`src/rtl/spi_aes_frame_pkg.sv`:
```
// spi_aes_pkg: shared state encoding, widths and key-length helpers for the
// serial AES framing controller.
package spi_aes_pkg;

  localparam int AES_BLOCK_W = 128;

  localparam logic MODE_ENC = 1'b0;
  localparam logic MODE_DEC = 1'b1;

  localparam int KEY_W_128 = 128;
  localparam int KEY_W_192 = 192;
  localparam int KEY_W_256 = 256;

  typedef enum logic [2:0] {
    IDLE      = 3'd0,
    LOAD_DATA = 3'd1,
    LOAD_KEY  = 3'd2,
    START     = 3'd3,
    WAIT_CORE = 3'd4,
    SHIFT_OUT = 3'd5
  } state_e;

  function automatic logic key_w_legal(input int w);
    return (w == KEY_W_128) || (w == KEY_W_192) || (w == KEY_W_256);
  endfunction

endpackage

```
`src/rtl/spi_aes_frame_shreg.sv`:
```
// spi_aes_shreg: LSB-first shift register; serial bits enter at the MSB so the
// first bit received ends up in bit 0, and bit 0 is the next bit presented.
module spi_aes_shreg
  import spi_aes_pkg::*;
#(
  parameter int W = AES_BLOCK_W
) (
  input  logic         i_clk,
  input  logic         i_reset,
  input  logic         i_clear,
  input  logic         i_load,
  input  logic [W-1:0] i_par,
  input  logic         i_shift,
  input  logic         i_bit,
  output logic [W-1:0] o_par
);

  logic [W-1:0] r_q;

  // Clear beats load, load beats shift.
  always_ff @(posedge i_clk) begin
    if (!i_reset) begin
      r_q <= '0;
    end else if (i_clear) begin
      r_q <= '0;
    end else if (i_load) begin
      r_q <= i_par;
    end else if (i_shift) begin
      r_q <= {i_bit, r_q[W-1:1]};
    end else begin
      r_q <= r_q;
    end
  end

  assign o_par = r_q;

endmodule

```
`src/rtl/spi_aes_frame.sv`:
```
// spi_aes_frame: serial block/key capture, start/done handshake to a parallel
// AES core, serial result readout. Define SPI_AES_FRAME_TIMEOUT_EN for the
// WAIT_CORE watchdog and its sticky o_err output.
module spi_aes_frame
  import spi_aes_pkg::*;
#(
  parameter int KEY_W       = 128,
  parameter int TIMEOUT_CYC = 64
) (
  input  logic                   i_clk,
  input  logic                   i_reset,
  input  logic                   i_chip,
  input  logic                   i_enable,
  input  logic                   i_mode,
  input  logic                   i_in,
  output logic                   o_out,
  output logic                   o_out_valid,
  output logic                   o_busy,
  output logic                   o_core_start,
  output logic                   o_core_decrypt,
  output logic [AES_BLOCK_W-1:0] o_core_data,
  output logic [KEY_W-1:0]       o_core_key,
  input  logic                   i_core_done,
  input  logic [AES_BLOCK_W-1:0] i_core_result
`ifdef SPI_AES_FRAME_TIMEOUT_EN
  ,
  output logic                   o_err
`endif
);

  if (!key_w_legal(KEY_W)) begin : g_bad_key_w
    $error("spi_aes_frame: KEY_W must be 128, 192 or 256");
  end
  if (TIMEOUT_CYC < 1) begin : g_bad_timeout
    $error("spi_aes_frame: TIMEOUT_CYC must be at least 1");
  end

  localparam int CNT_W = $clog2(KEY_W);
  localparam logic [CNT_W-1:0] DATA_LAST = CNT_W'(AES_BLOCK_W - 1);
  localparam logic [CNT_W-1:0] KEY_LAST  = CNT_W'(KEY_W - 1);

  state_e                 r_state, w_state_next;
  logic [CNT_W-1:0]       r_cnt, w_cnt_next;
  logic                   r_decrypt, w_decrypt_next;
  logic                   r_busy, r_start, r_out_valid;
  logic                   w_shift_cyc, w_timeout;
  logic                   w_shift_data, w_shift_key, w_shift_res;
  logic                   w_load_res, w_clear_res;
  logic [AES_BLOCK_W-1:0] w_res_par;

  assign w_shift_cyc = !i_chip && i_enable;

  // Next-state and datapath strobes; block and key phases share one counter.
  always_comb begin
    w_state_next   = r_state;
    w_cnt_next     = r_cnt;
    w_decrypt_next = r_decrypt;
    w_shift_data   = 1'b0;
    w_shift_key    = 1'b0;
    w_shift_res    = 1'b0;
    w_load_res     = 1'b0;
    w_clear_res    = 1'b0;
    case (r_state)
      IDLE: begin
        if (w_shift_cyc) begin
          w_shift_data   = 1'b1;
          w_decrypt_next = (i_mode == MODE_DEC);
          w_cnt_next     = CNT_W'(1);
          w_state_next   = LOAD_DATA;
        end else begin
          w_cnt_next = '0;
        end
      end
      LOAD_DATA: begin
        if (i_chip) begin
          w_cnt_next   = '0;
          w_state_next = IDLE;
        end else if (i_enable) begin
          w_shift_data = 1'b1;
          if (r_cnt == DATA_LAST) begin
            w_cnt_next   = '0;
            w_state_next = LOAD_KEY;
          end else begin
            w_cnt_next = r_cnt + CNT_W'(1);
          end
        end else begin
          w_cnt_next = r_cnt;
        end
      end
      LOAD_KEY: begin
        if (i_chip) begin
          w_cnt_next   = '0;
          w_state_next = IDLE;
        end else if (i_enable) begin
          w_shift_key = 1'b1;
          if (r_cnt == KEY_LAST) begin
            w_cnt_next   = '0;
            w_state_next = START;
          end else begin
            w_cnt_next = r_cnt + CNT_W'(1);
          end
        end else begin
          w_cnt_next = r_cnt;
        end
      end
      START: begin
        w_state_next = WAIT_CORE;
      end
      WAIT_CORE: begin
        if (i_core_done) begin
          w_load_res   = 1'b1;
          w_cnt_next   = '0;
          w_state_next = SHIFT_OUT;
        end else if (w_timeout) begin
          w_cnt_next   = '0;
          w_state_next = IDLE;
        end else begin
          w_state_next = WAIT_CORE;
        end
      end
      SHIFT_OUT: begin
        if (i_chip) begin
          w_clear_res  = 1'b1;
          w_cnt_next   = '0;
          w_state_next = IDLE;
        end else if (i_enable) begin
          w_shift_res = 1'b1;
          if (r_cnt == DATA_LAST) begin
            w_cnt_next   = '0;
            w_state_next = IDLE;
          end else begin
            w_cnt_next = r_cnt + CNT_W'(1);
          end
        end else begin
          w_cnt_next = r_cnt;
        end
      end
      default: begin
        w_cnt_next   = '0;
        w_state_next = IDLE;
      end
    endcase
  end

  // State, counter and status flags, registered from the next state.
  always_ff @(posedge i_clk) begin
    if (!i_reset) begin
      r_state     <= IDLE;
      r_cnt       <= '0;
      r_decrypt   <= 1'b0;
      r_busy      <= 1'b0;
      r_start     <= 1'b0;
      r_out_valid <= 1'b0;
    end else begin
      r_state     <= w_state_next;
      r_cnt       <= w_cnt_next;
      r_decrypt   <= w_decrypt_next;
      r_busy      <= (w_state_next != IDLE);
      r_start     <= (w_state_next == START);
      r_out_valid <= (w_state_next == SHIFT_OUT);
    end
  end

`ifdef SPI_AES_FRAME_TIMEOUT_EN
  localparam int WD_W = $clog2(TIMEOUT_CYC + 1);
  localparam logic [WD_W-1:0] WD_LAST = WD_W'(TIMEOUT_CYC - 1);

  logic [WD_W-1:0] r_wd;
  logic            r_err;

  // Watchdog runs only while waiting; err is sticky until the next frame begins.
  always_ff @(posedge i_clk) begin
    if (!i_reset) begin
      r_wd  <= '0;
      r_err <= 1'b0;
    end else begin
      if ((r_state == WAIT_CORE) && !i_core_done) begin
        r_wd <= r_wd + WD_W'(1);
      end else begin
        r_wd <= '0;
      end
      if ((r_state == WAIT_CORE) && !i_core_done && w_timeout) begin
        r_err <= 1'b1;
      end else if ((r_state == IDLE) && w_shift_cyc) begin
        r_err <= 1'b0;
      end else begin
        r_err <= r_err;
      end
    end
  end

  assign w_timeout = (r_wd == WD_LAST);
  assign o_err     = r_err;
`else
  assign w_timeout = 1'b0;
`endif

  spi_aes_shreg #(.W(AES_BLOCK_W)) u_data (
    .i_clk   (i_clk),
    .i_reset (i_reset),
    .i_clear (1'b0),
    .i_load  (1'b0),
    .i_par   ('0),
    .i_shift (w_shift_data),
    .i_bit   (i_in),
    .o_par   (o_core_data)
  );

  spi_aes_shreg #(.W(KEY_W)) u_key (
    .i_clk   (i_clk),
    .i_reset (i_reset),
    .i_clear (1'b0),
    .i_load  (1'b0),
    .i_par   ('0),
    .i_shift (w_shift_key),
    .i_bit   (i_in),
    .o_par   (o_core_key)
  );

  // Zeros are shifted in behind the result so out returns to 0 after bit 127.
  spi_aes_shreg #(.W(AES_BLOCK_W)) u_res (
    .i_clk   (i_clk),
    .i_reset (i_reset),
    .i_clear (w_clear_res),
    .i_load  (w_load_res),
    .i_par   (i_core_result),
    .i_shift (w_shift_res),
    .i_bit   (1'b0),
    .o_par   (w_res_par)
  );

  logic w_unused_res;
  assign w_unused_res = &{1'b0, w_res_par[AES_BLOCK_W-1:1]};

  assign o_out          = w_res_par[0];
  assign o_out_valid    = r_out_valid;
  assign o_busy         = r_busy;
  assign o_core_start   = r_start;
  assign o_core_decrypt = r_decrypt;

endmodule

```
`config.mk`:
```
export PLATFORM = sky130hd
export DESIGN_NAME = spi_aes_frame
export DESIGN_NICKNAME = d
export VERILOG_FILES = /design/src/rtl/spi_aes_frame_pkg.sv /design/src/rtl/spi_aes_frame_shreg.sv /design/src/rtl/spi_aes_frame.sv
export SDC_FILE = /design/constraint.sdc
export NUM_CORES = 1
export LEC_CHECK = 0
export ABC_AREA = 1
export CAP_MARGIN = 25
export CORE_MARGIN = 5
export CORE_UTILIZATION = 40
export DETAILED_ROUTE_END_ITERATION = 10
export PLACE_DENSITY_LB_ADDON = 0.15
export SYNTH_ARGS = -nofsm -noshare
export SYNTH_HDL_FRONTEND = slang
export SYNTH_HIERARCHICAL = 1
export SYNTH_SLANG_ARGS = --single-unit
```
`constraint.sdc`:
```
create_clock -name i_clk -period 4.7 [get_ports i_clk]
set_input_delay 0.705 -clock i_clk [delete_from_list [all_inputs] [get_ports i_clk]]
set_output_delay 0.705 -clock i_clk [all_outputs]
set_load 0.02 [all_outputs]
```
# Word level (Yosys, flattened, before mapping)

Cells that the tools add are included.

Equal/unequal tests: 10
Mux-type cells: 30
$add $sub $neg: 1
Reduce and logical (&&, ||, !) cells: 9
Bitwise logic cells: 2

Operators by type and width:

| operator                                              | number |
|---|---|
| 2-to-1 mux 128 bit                                    | 2 |
| 2-to-1 mux 3 bit                                      | 10 |
| 2-to-1 mux 7 bit                                      | 4 |
| one-hot mux 7 bit (4 select lines)                    | 1 |
| one-hot mux 3 bit (6 select lines)                    | 1 |
| 2-to-1 mux 1 bit                                      | 11 |
| equality test 3 x 2 -> 1 bit, second input constant   | 3 |
| equality test 3 bit, second input constant            | 3 |
| adder 7 x 1 -> 7 bit, second input constant           | 1 |
| equality test 7 bit, second input constant            | 1 |
| equality test 3 x 1 -> 1 bit, second input constant   | 1 |
| logical NOT 3 bit                                     | 1 |
| inequality test 3 x 1 -> 1 bit, second input constant | 1 |
| AND reduction 3 bit                                   | 1 |
| nonzero test 3 bit                                    | 1 |
| OR reduction 3 bit                                    | 1 |
| inequality test 2 bit, second input constant          | 1 |
| inverter 1 bit                                        | 2 |
| one-hot mux 1 bit (2 select lines)                    | 1 |
| AND reduction 2 bit                                   | 1 |
| nonzero test 2 bit                                    | 1 |
| OR reduction 2 bit                                    | 1 |
| logical AND 1 bit                                     | 1 |
| logical NOT 1 bit                                     | 1 |

Output and inout port bits: 261
Word-level logic and storage cells: 61
Flip-flop bits (word level): 398
Bits of input ports: 135

# Longest topological paths before layout

Gate-level depths: netlist of run 1.

Word-level depth: 6
Mapped depth: 10
Mapped depth without buffers: 9

# Hierarchy

The synthesis of run 1 kept the hierarchy.

By module, submodules not included:

| module        | cells an instance | area each (sq um) | sequential area each (sq um) | instances |
|---|---|---|---|---|
| spi_aes_shreg | 1095              | 6438.7            | 2562.5                       | 3 |
| spi_aes_frame | 136               | 884.6             | 280.3                        | 1 |

# Worst setup path after synthesis of run 1

Ideal clock, no wire load.

Path type: input to register
From: input port i_enable
To: register u_data.r_q[100] (netlist: u_data/o_par[100])
Data required time: 4630 ps
Arrival time: 1790 ps
Stages: 10
Buffers on the path: 2
Setup slack: 2840 ps
Library setup time: 70 ps
Cells stage by stage: inv_1 nor2_1 inv_1 nor3_1 buf_2 buf_2 nand2_1 nand2_1 nand2_1 a21oi_1

Cells in the longest elaborated chain, start to end: 3
Elaborated cells between the ends (all ways): 5
Those cells by class: 4 x mux; 1 x reduce/logical

Ends and longest elaborated chain:

| element                                               | line                                     | source |
|---|---|---|
| start: declaration                                    | spi_aes_frame.sv:13                      | `input logic i_enable,` |
| 2-to-1 mux 1 bit or logical AND 1 bit (tied branches) | spi_aes_frame.sv:78, spi_aes_frame.sv:51 |  |
| 2-to-1 mux 1 bit (on tied branches)                   | n/a                                      |  |
| one-hot mux 1 bit (2 select lines) (*)                | spi_aes_frame.sv:63                      | `case (r_state)` |
| via w_shift_data                                      | spi_aes_frame.sv:47                      | `logic w_shift_data, w_shift_key, w_shift_res;` |
| end signal: assignment                                | spi_aes_frame_shreg.sv:27                | `r_q <= i_par;` |
| end signal: assignment                                | spi_aes_frame_shreg.sv:29                | `r_q <= {i_bit, r_q[W-1:1]};` |
| end signal: assignment                                | spi_aes_frame_shreg.sv:31                | `r_q <= r_q;` |
| end: declaration                                      | spi_aes_frame_shreg.sv:18                | `logic [W-1:0] r_q;` |

Mark *: on every way through the listed nets, which the timed path passes. The rest lies on a longest branch.
A chain may end at the register's enable or synchronous reset.

==> results.json, run 1 <==
{
  "min_from": "u_res/o_par[27]",
  "synth-seq-cells": 398,
  "rows": 82,
  "grt_pass1_wl_um": 94900,
  "multi_input_area_um2": 10700,
  "power_density_nw_per_um2": 302,
  "regArea_um2": 7970,
  "synth_cell_types": 25,
  "final_area_um2": 26700,
  "pwr-share-seq": 0.439,
  "routed_wl_um": 58700,
  "dieArea_um2": 55100,
  "die_h_um": 235,
  "ys.warnings.count": 6,
  "critical-path-top-delay-family": "buffers and inverters",
  "cts-resized-gates": 0,
  "nFillCells": 5241,
  "grt.total_usage": 0.202,
  "drt-wirelength-per-cell_um": 12.7,
  "slowest_stage": "clkdlybuf4s50_1",
  "rr_startpoint": "r_state[1]",
  "yosys.area_share.simple": 0.381,
  "dp_hpwl_um": 35600,
  "grt_max_degree": 129,
  "setup.worst_path.end_class": "register",
  "io_buffers": 395,
  "comb_power_share": 0.123,
  "holdBufCountCts": 0,
  "gr-total-overflow": 0,
  "dpl.cell_count": 4562,
  "avgSynthCellArea_um2": 5.90,
  "dr.first_iter.drc_count": 1446,
  "synth_edf_count": 0,
  "final_nets": 4075,
  "synthArstFlopShare": 0,
  "finalNonFillerCells": 4641,
  "io_pins": 396,
  "viasPerCell": 4.29,
  "synthMuxAreaShare": 0,
  "layout-drive-gt1-share": 0.0282,
  "run_status": "finished, final reports clean",
  "crit_arrival_ns": 3.20,
  "drtAntennaViolNets": 0,
  "clockPowerShare": 0.438,
  "reg2regPathDepth": 7,
  "cts_setup_buffers": 0,
  "firstDrtPassIters": 5,
  "grt_pass1_vias": 17726,
  "ir_drop_v": 0.000230,
  "slew_headroom": 0.362,
  "postPlaceCellArea_um2": 25200,
  "final-setup-viol-count": 0,
  "hp-class": "register to register",
  "timing.rr.end": "u_res/o_par[37]",
  "synth-adder-area-share": 0.000619,
  "cap_violations": 0,
  "cts_sinks": 398,
  "max_freq_mhz": 370,
  "swShare": 0.256,
  "syn_inst": 3421,
  "drc_errors": 0,
  "core_um2": 50100,
  "worst-path-buf-inv": 4,
  "synthFlopType": "dfxtp_1",
  "clkTransAtPathRegs_ns": 0.06,
  "period_share": 0.575,
  "rsz0062_at_grt": "no",
  "tightest_slew_ns": 0.957,
  "switchingPower_w": 0.00207,
  "startpoint_type": "input port",
  "critical_path.max_stage_delay_ns": 0.79,
  "vias": 19921,
  "final_common_cell": "nand2_1",
  "worstPathRequired_ns": 5.20,
  "skew_ns": 0.0132,
  "min_path_cells": 2,
  "r2r_setup_slack_ns": 2.23,
  "clk_latency_ns": 0.57,
  "synth_xor_area_frac": 0,
  "gp_congestion": 0.788,
  "hold_viol_final": 0,
  "min_to": "u_res/o_par[27]",
  "leakage_nw": 11.2,
  "cts_tree": "yes",
  "synthesis.area_um2": 20200,
  "cts_made_buffers": 47,
  "clock-root-buffer": "clkbuf_16",
  "syn2layout_area_growth_pct": 32.3,
  "finalCriticalPeriod_ns": 2.70,
  "timing.setup.tns_ns": 0,
  "h-tree-depth": 2,
  "synth_compound_area_frac": 0.0959,
  "die_w_um": 235,
  "final_cell_mix": "nand2_1 (1933), inv_1 (410), dfxtp_1 (398), clkdlybuf4s50_1 (395), a21oi_1 (378)",
  "cp_cell_sequence": "clkdlybuf4s50_1, inv_1, nor2_2, clkinv_2, buf_12, a21oi_1",
  "power.internal_w": 0.00602,
  "slew_violations": 0,
  "clockBufferDepth": 3,
  "ys_seq_area_frac": 0.394,
  "criticalPathCategory": "input port to register",
  "start_util": 0.403,
  "synth_top_family_by_area": "simple AND/OR/NAND/NOR gates",
  "crit_fanout": 69,
  "antenna_found_initial": 1
}
-- power by group through the flow --
| stage | logic, W | clock network [W] | registers [W] |
|---|---|---|---|
| final | 0.000995 | 0.00354 | 0.00355 |
| after floorplan | 0.000478 | 0 | 0.00372 |
| after detailed placement | 0.000964 | 0 | 0.00362 |
| after global placement | 0.000964 | 0 | 0.00362 |
| after global routing | 0.00111 | 0.00381 | 0.00356 |
| after CTS | 0.000968 | 0.00367 | 0.00355 |
-- layout make-up --
type                       count  share of cell area
timing repair buffer         411               0.156
clock inverter                 1             0.00112
sequential                   398               0.298
antenna                        2            0.000187
tap                          672              0.0315
inverter                     418              0.0589
clock buffer                  76              0.0542
multi-input combinational   2663               0.400
-- tightest hold or removal path, delay by kind of cell, from the launching register on --
kind	cells	cell delay [ns]
and+or+nand+nor	1	0.06
DFF	1	0.31
AOI/OAI and AO/OA	1	0.05
-- layer usage --
metal / share of wire / up-vias / GRT usage
met5: 0 / - / 0
li1: - / 10913 / -
met1: 0.46 / 8596 / 0.268
met4: 0.023 / 0 / 0.0545
met2: 0.45 / 340 / 0.324
met3: 0.067 / 72 / 0.0578
-- Yosys cell counts, types with 4 or more instances --
| library cell | instances | area share |
|---|---|---|
| a21oi_1 | 378 | 0.094 |
| a21oi_2 | 4 | 0.0017 |
| buf_2 | 184 | 0.046 |
| clkbuf_1 | 21 | 0.0039 |
| dfxtp_1 | 398 | 0.39 |
| inv_1 | 411 | 0.076 |
| inv_2 | 6 | 0.0011 |
| nand2_1 | 1933 | 0.36 |
| nand3_1 | 34 | 0.0084 |
| nor2_1 | 22 | 0.0041 |
| nor2_2 | 7 | 0.0022 |
-- metrics by stage --
stage / hold slack [ns] / utilization / power, W / setup WS (ns)
floorplan: 0.444 / - / 0.00420 / 2.84
global placement: 0.453 / 0.504 / 0.00458 / 1.39
detailed placement: 0.455 / 0.504 / 0.00458 / 1.37
CTS: 0.464 / 0.534 / 0.00818 / 1.98
global route: 0.476 / 0.534 / 0.00848 / 1.70
finish: 0.463 / 0.534 / 0.00809 / 2.00
-- sequential cells by signal, summed over array words and instances, names as in the netlist --
| name | count |
|---|---|
| o_busy | 1 |
| o_core_decrypt | 1 |
| o_core_start | 1 |
| o_out_valid | 1 |
| r_cnt | 7 |
| r_state | 3 |
| u_data/o_par | 128 |
| u_key/o_par | 128 |
| u_res/o_par | 128 |
-- how the worst max path moves through the flow --
| stage | start | end | cells past startpoint |
|---|---|---|---|
| global route | i_reset | u_data/o_par[23] | 6 |
| CTS | i_reset | u_data/o_par[33] | 6 |
| global placement | i_reset | u_data/o_par[37] | 6 |
| finish | i_reset | u_data/o_par[33] | 6 |
| detailed placement | i_reset | u_data/o_par[33] | 6 |
| floorplan | i_enable | u_data/o_par[100] | 10 |
-- logic make-up (layout without fill, tap and decap cells) --
logic type / count (synthesis) / after routing
buf+inv: 626 / 906
other cells: 1 / 269
flops: 398 / 398
fa+ha+maj: 1 / 1
simple gates: 2011 / 2011
compound gates: 384 / 384
(Power assumes the default switching activity.)
==> run 2, diff against run 1 <==
==> constraint.sdc (replaced) <==
create_clock -name i_clk -period 2.6 [get_ports i_clk]
set_input_delay 0.39 -clock i_clk [delete_from_list [all_inputs] [get_ports i_clk]]
set_output_delay 0.39 -clock i_clk [all_outputs]
set_load 0.02 [all_outputs]
==> results.json, run 2 (synthesized netlist as in run 1, its figures left out) <==
{
  "cts_setup_buffers": 0,
  "holdBufCountCts": 0,
  "final_cell_mix": "nand2_1 (1933), inv_1 (410), dfxtp_1 (398), clkdlybuf4s50_1 (395), a21oi_1 (378)",
  "critical_path.max_stage_delay_ns": 0.61,
  "rows": 82,
  "dp_hpwl_um": 37000,
  "cp_cell_sequence": "nor2_2, nand2_2, nor2_4, nor2_4, buf_12, nand2_1, a21oi_1",
  "clkTransAtPathRegs_ns": 0.06,
  "routed_wl_um": 58800,
  "worstSetupStartpoint": "r_state[2]",
  "hp-class": "input port to register",
  "final-setup-viol-count": 0,
  "crit_arrival_ns": 2.56,
  "slew_headroom": 0.465,
  "final_nets": 4096,
  "ir_drop_v": 0.000408,
  "period_share": 0.797,
  "drt-wirelength-per-cell_um": 12.6,
  "layout-drive-gt1-share": 0.0355,
  "setup.worst_path.end_class": "register",
  "gr-total-overflow": 0,
  "antenna_found_initial": 3,
  "r2r_setup_slack_ns": 0.53,
  "core_um2": 50100,
  "grt_pass1_vias": 17852,
  "criticalPathCategory": "register to register",
  "worst-path-buf-inv": 1,
  "crit_cells": 7,
  "cts_tree": "yes",
  "io_pins": 396,
  "crit_end": "u_key/o_par[60]",
  "clockBufferDepth": 3,
  "critical-path-top-delay-family": "simple AND/OR/NAND/NOR gates",
  "timing.setup.tns_ns": 0,
  "io_buffers": 395,
  "dr.first_iter.drc_count": 1468,
  "skew_ns": 0.0184,
  "reg2regPathDepth": 7,
  "clk_latency_ns": 0.58,
  "finalCriticalPeriod_ns": 2.07,
  "grt_max_degree": 129,
  "vias": 20147,
  "power_density_nw_per_um2": 541,
  "clock-root-buffer": "clkbuf_16",
  "cts_made_buffers": 47,
  "firstDrtPassIters": 5,
  "final_common_cell": "nand2_1",
  "startpoint_type": "register",
  "tightest_slew_ns": 0.800,
  "hold_viol_final": 0,
  "cts_sinks": 398,
  "nFillCells": 5247,
  "crit_fanout": 54,
  "slowest_stage": "nor2_4",
  "drc_errors": 0,
  "syn2layout_area_growth_pct": 34.1,
  "rr_startpoint": "r_state[2]",
  "start_util": 0.403,
  "timing.rr.end": "u_key/o_par[60]",
  "gp_congestion": 0.776,
  "cpMostUsedCell": "nor2_4",
  "grt_pass1_wl_um": 95200,
  "post-route-util": 0.541,
  "cts-resized-gates": 0,
  "power_w": 0.0146,
  "max_freq_mhz": 483,
  "leakage_nw": 11.4,
  "worstPathRequired_ns": 3.09,
  "h-tree-depth": 2,
  "viasPerCell": 4.31,
  "grt.total_usage": 0.202,
  "die_w_um": 235,
  "drtAntennaViolNets": 0,
  "dieArea_um2": 55100,
  "die_h_um": 235,
  "cap_violations": 0,
  "slew_violations": 0,
  "run_status": "finished, final reports clean",
  "rsz0062_at_grt": "no"
}
-- run 2: cell types whose count changed in the layout (fill, tap and decap cells not counted), sizes merged --
| cell | change |
|---|---|
| clkinv | +9 |
| diode | +1 |
| clkbuf | -5 |
| inv | +4 |
| buf | +21 |
-- run 2: where the power goes --
group          switching, W  internal [W]  leakage [nW]  total (W)
logic               0.00106      0.000781          7.42    0.00184
clock network       0.00266       0.00373         0.737    0.00639
registers          0.000147       0.00627          3.24    0.00642
-- run 2: tightest hold or removal path, cell delays in order --
cell and delay (ns):
clkdlybuf4s50_1 0.39, inv_1 0.05, nand2_1 0.04, nand2_1 0.05, a21oi_1 0.05
-- run 2: per-stage QoR --
step	cell area (µm²)	hold WS, ns	setup slack, ns	std cells
floorplan	21200	0.444	1.06	3687
global placement	25600	0.453	0.0600	4583
detailed placement	25600	0.456	0.00702	4583
CTS	27100	0.412	0.474	4668
global route	27100	0.439	0.362	4671
finish	27100	0.450	0.528	4671
-- run 2: worst min path at each step --
| stage | startpoint | endpoint | slack [ns] | cells past startpoint |
|---|---|---|---|---|
| after floorplan | u_res/o_par[125] | u_res/o_par[125] | 0.44 | 2 |
| after global placement | u_res/o_par[22] | u_res/o_par[22] | 0.45 | 2 |
| after detailed placement | u_res/o_par[96] | u_res/o_par[96] | 0.46 | 2 |
| after CTS | i_core_result[22] | u_res/o_par[22] | 0.41 | 5 |
| after global routing | i_core_result[22] | u_res/o_par[22] | 0.44 | 5 |
| final | i_core_result[60] | u_res/o_par[60] | 0.45 | 5 |
-- run 2: area by class of cell --
class                           instances  area (µm²)  share of cell area
Sequential cell                       398        7970               0.294
Inverter                              418        1580              0.0582
Tap cell                              672         841              0.0310
Timing Repair Buffer                  432        4520               0.167
Clock inverter                         14         113             0.00416
Clock buffer                           71        1370              0.0505
Antenna cell                            3        7.51            0.000277
Multi-Input combinational cell       2663       10700               0.395
-- run 2: layer usage --
layer / vias up / global-route usage / wire [µm]
li1: 10968 / - / -
met1: 8747 / 0.270 / 26800
met2: 363 / 0.321 / 26800
met3: 69 / 0.0553 / 3830
met4: 0 / 0.0570 / 1310
met5: - / 0 / 0
==> run 3, diff against run 2 <==
==> constraint.sdc (replaced) <==
create_clock -name i_clk -period 2.14 [get_ports i_clk]
set_input_delay 0.321 -clock i_clk [delete_from_list [all_inputs] [get_ports i_clk]]
set_output_delay 0.321 -clock i_clk [all_outputs]
set_load 0.02 [all_outputs]
==> results.json, run 3 (synthesized netlist as in run 1, its figures left out) <==
{
  "nFillCells": 5100,
  "reg2regPathDepth": 8,
  "post-route-util": 0.548,
  "syn2layout_area_growth_pct": 35.7,
  "tightest_slew_ns": 0.502,
  "dieArea_um2": 55100,
  "timing.rr.end": "u_key/o_par[119]",
  "clk_latency_ns": 0.58,
  "grt.total_usage": 0.201,
  "grt_pass1_wl_um": 95000,
  "core_um2": 50100,
  "rsz0062_at_grt": "no",
  "power_w": 0.0178,
  "cts_setup_buffers": 0,
  "clkTransAtPathRegs_ns": 0.06,
  "drc_errors": 0,
  "run_status": "finished, final reports clean",
  "slowest_stage": "clkdlybuf4s50_1",
  "io_pins": 396,
  "die_w_um": 235,
  "drt-wirelength-per-cell_um": 12.4,
  "gr-total-overflow": 0,
  "start_util": 0.403,
  "io_buffers": 395,
  "cts_tree": "yes",
  "cts_made_buffers": 47,
  "cts_sinks": 398,
  "finalCriticalPeriod_ns": 2.00,
  "critical_path.max_stage_delay_ns": 0.76,
  "max_freq_mhz": 499,
  "cp_cell_sequence": "clkdlybuf4s50_1",
  "period_share": 0.936,
  "routed_wl_um": 58100,
  "viasPerCell": 4.30,
  "clockBufferDepth": 3,
  "slew_violations": 0,
  "h-tree-depth": 2,
  "drtAntennaViolNets": 0,
  "cts-resized-gates": 0,
  "leakage_nw": 11.6,
  "slew_headroom": 0.665,
  "firstDrtPassIters": 5,
  "min_from": "i_core_result[66]",
  "crit_arrival_ns": 1.68,
  "antenna_found_initial": 1,
  "rr_startpoint": "r_state[2]",
  "skew_ns": 0.0214,
  "min_to": "u_res/o_par[66]",
  "power_density_nw_per_um2": 649,
  "gp_congestion": 0.813,
  "vias": 20146,
  "dr.first_iter.drc_count": 1267,
  "hp-class": "input port to register",
  "setup.worst_path.end_class": "output port",
  "criticalPathCategory": "register to output port",
  "hold_viol_final": 0,
  "crit_fanout": 3,
  "final-setup-viol-count": 0,
  "holdBufCountCts": 0,
  "clock-root-buffer": "clkbuf_16",
  "final_nets": 4121,
  "critical-path-top-delay-family": "buffers and inverters",
  "dpl.cell_count": 4608,
  "r2r_setup_slack_ns": 0.30,
  "cap_violations": 0,
  "dp_hpwl_um": 37700,
  "min_path_cells": 5,
  "final_cell_mix": "nand2_1 (1933), inv_1 (410), dfxtp_1 (398), clkdlybuf4s50_1 (395), a21oi_1 (378)",
  "worstPathRequired_ns": 1.82,
  "worst-path-buf-inv": 1,
  "grt_pass1_vias": 17985,
  "final_common_cell": "nand2_1",
  "finalNonFillerCells": 4685,
  "rows": 82,
  "grt_max_degree": 129,
  "startpoint_type": "register",
  "layout-drive-gt1-share": 0.0406,
  "ir_drop_v": 0.000459,
  "die_h_um": 235
}
run 3: cell count changes in the layout (fill, tap and decap cells not counted), sizes merged:
| cell | delta |
|---|---|
| inv | -2 |
| clkinv | -5 |
| diode | -2 |
| buf | +25 |
| clkbuf | -2 |
run 3: layer usage:
layer | vias to the layer above | share of wire | GRT usage
li1 | 11015 | - | -
met1 | 8674 | 0.46 | 0.268
met2 | 375 | 0.45 | 0.320
met3 | 82 | 0.070 | 0.0586
met4 | 0 | 0.025 | 0.0561
met5 | - | 0 | 0
run 3: metrics by stage:
step                      setup TNS, ns  cell area (µm²)  setup slack [ns]  hold WS [ns]
after floorplan                       0            21200             0.662         0.444
after global placement           -31.96            25900            -0.202         0.452
after detailed placement         -34.71            25900            -0.225         0.454
after CTS                             0            27400            0.0834         0.348
after global routing                  0            27400            0.0313         0.372
final                                 0            27400             0.138         0.383
run 3: final cells by class:
| type | count | area (µm²) | area share |
|---|---|---|---|
| antenna | 1 | 2.50 | 0.0000913 |
| clock buffer | 69 | 1400 | 0.0511 |
| clock inverter | 7 | 78.8 | 0.00288 |
| inverter | 418 | 1580 | 0.0575 |
| multi-input combinational | 2663 | 10700 | 0.390 |
| sequential | 398 | 7970 | 0.291 |
| tap | 672 | 841 | 0.0307 |
| timing repair buffer | 457 | 4860 | 0.177 |
run 3: report_power, final:
group,leakage [nW],total (W),internal (W),switching (W)
Combinational,7.59,0.00226,0.000974,0.00129
Clock,0.730,0.00774,0.00461,0.00313
Sequential,3.24,0.00780,0.00762,0.000175
Total,11.6,0.0178,0.0132,0.00459
run 3: how the worst max path moves through the flow:
stage	start	to	slack, ns	depth (start not counted)
after floorplan	r_state[0]	u_res/o_par[100]	0.66	10
after global routing	u_key/o_par[110]	o_core_key[110]	0.03	1
after CTS	u_key/o_par[110]	o_core_key[110]	0.08	1
after detailed placement	i_enable	u_data/o_par[71]	-0.23	11
final	u_key/o_par[110]	o_core_key[110]	0.14	1
after global placement	i_enable	u_data/o_par[11]	-0.20	11
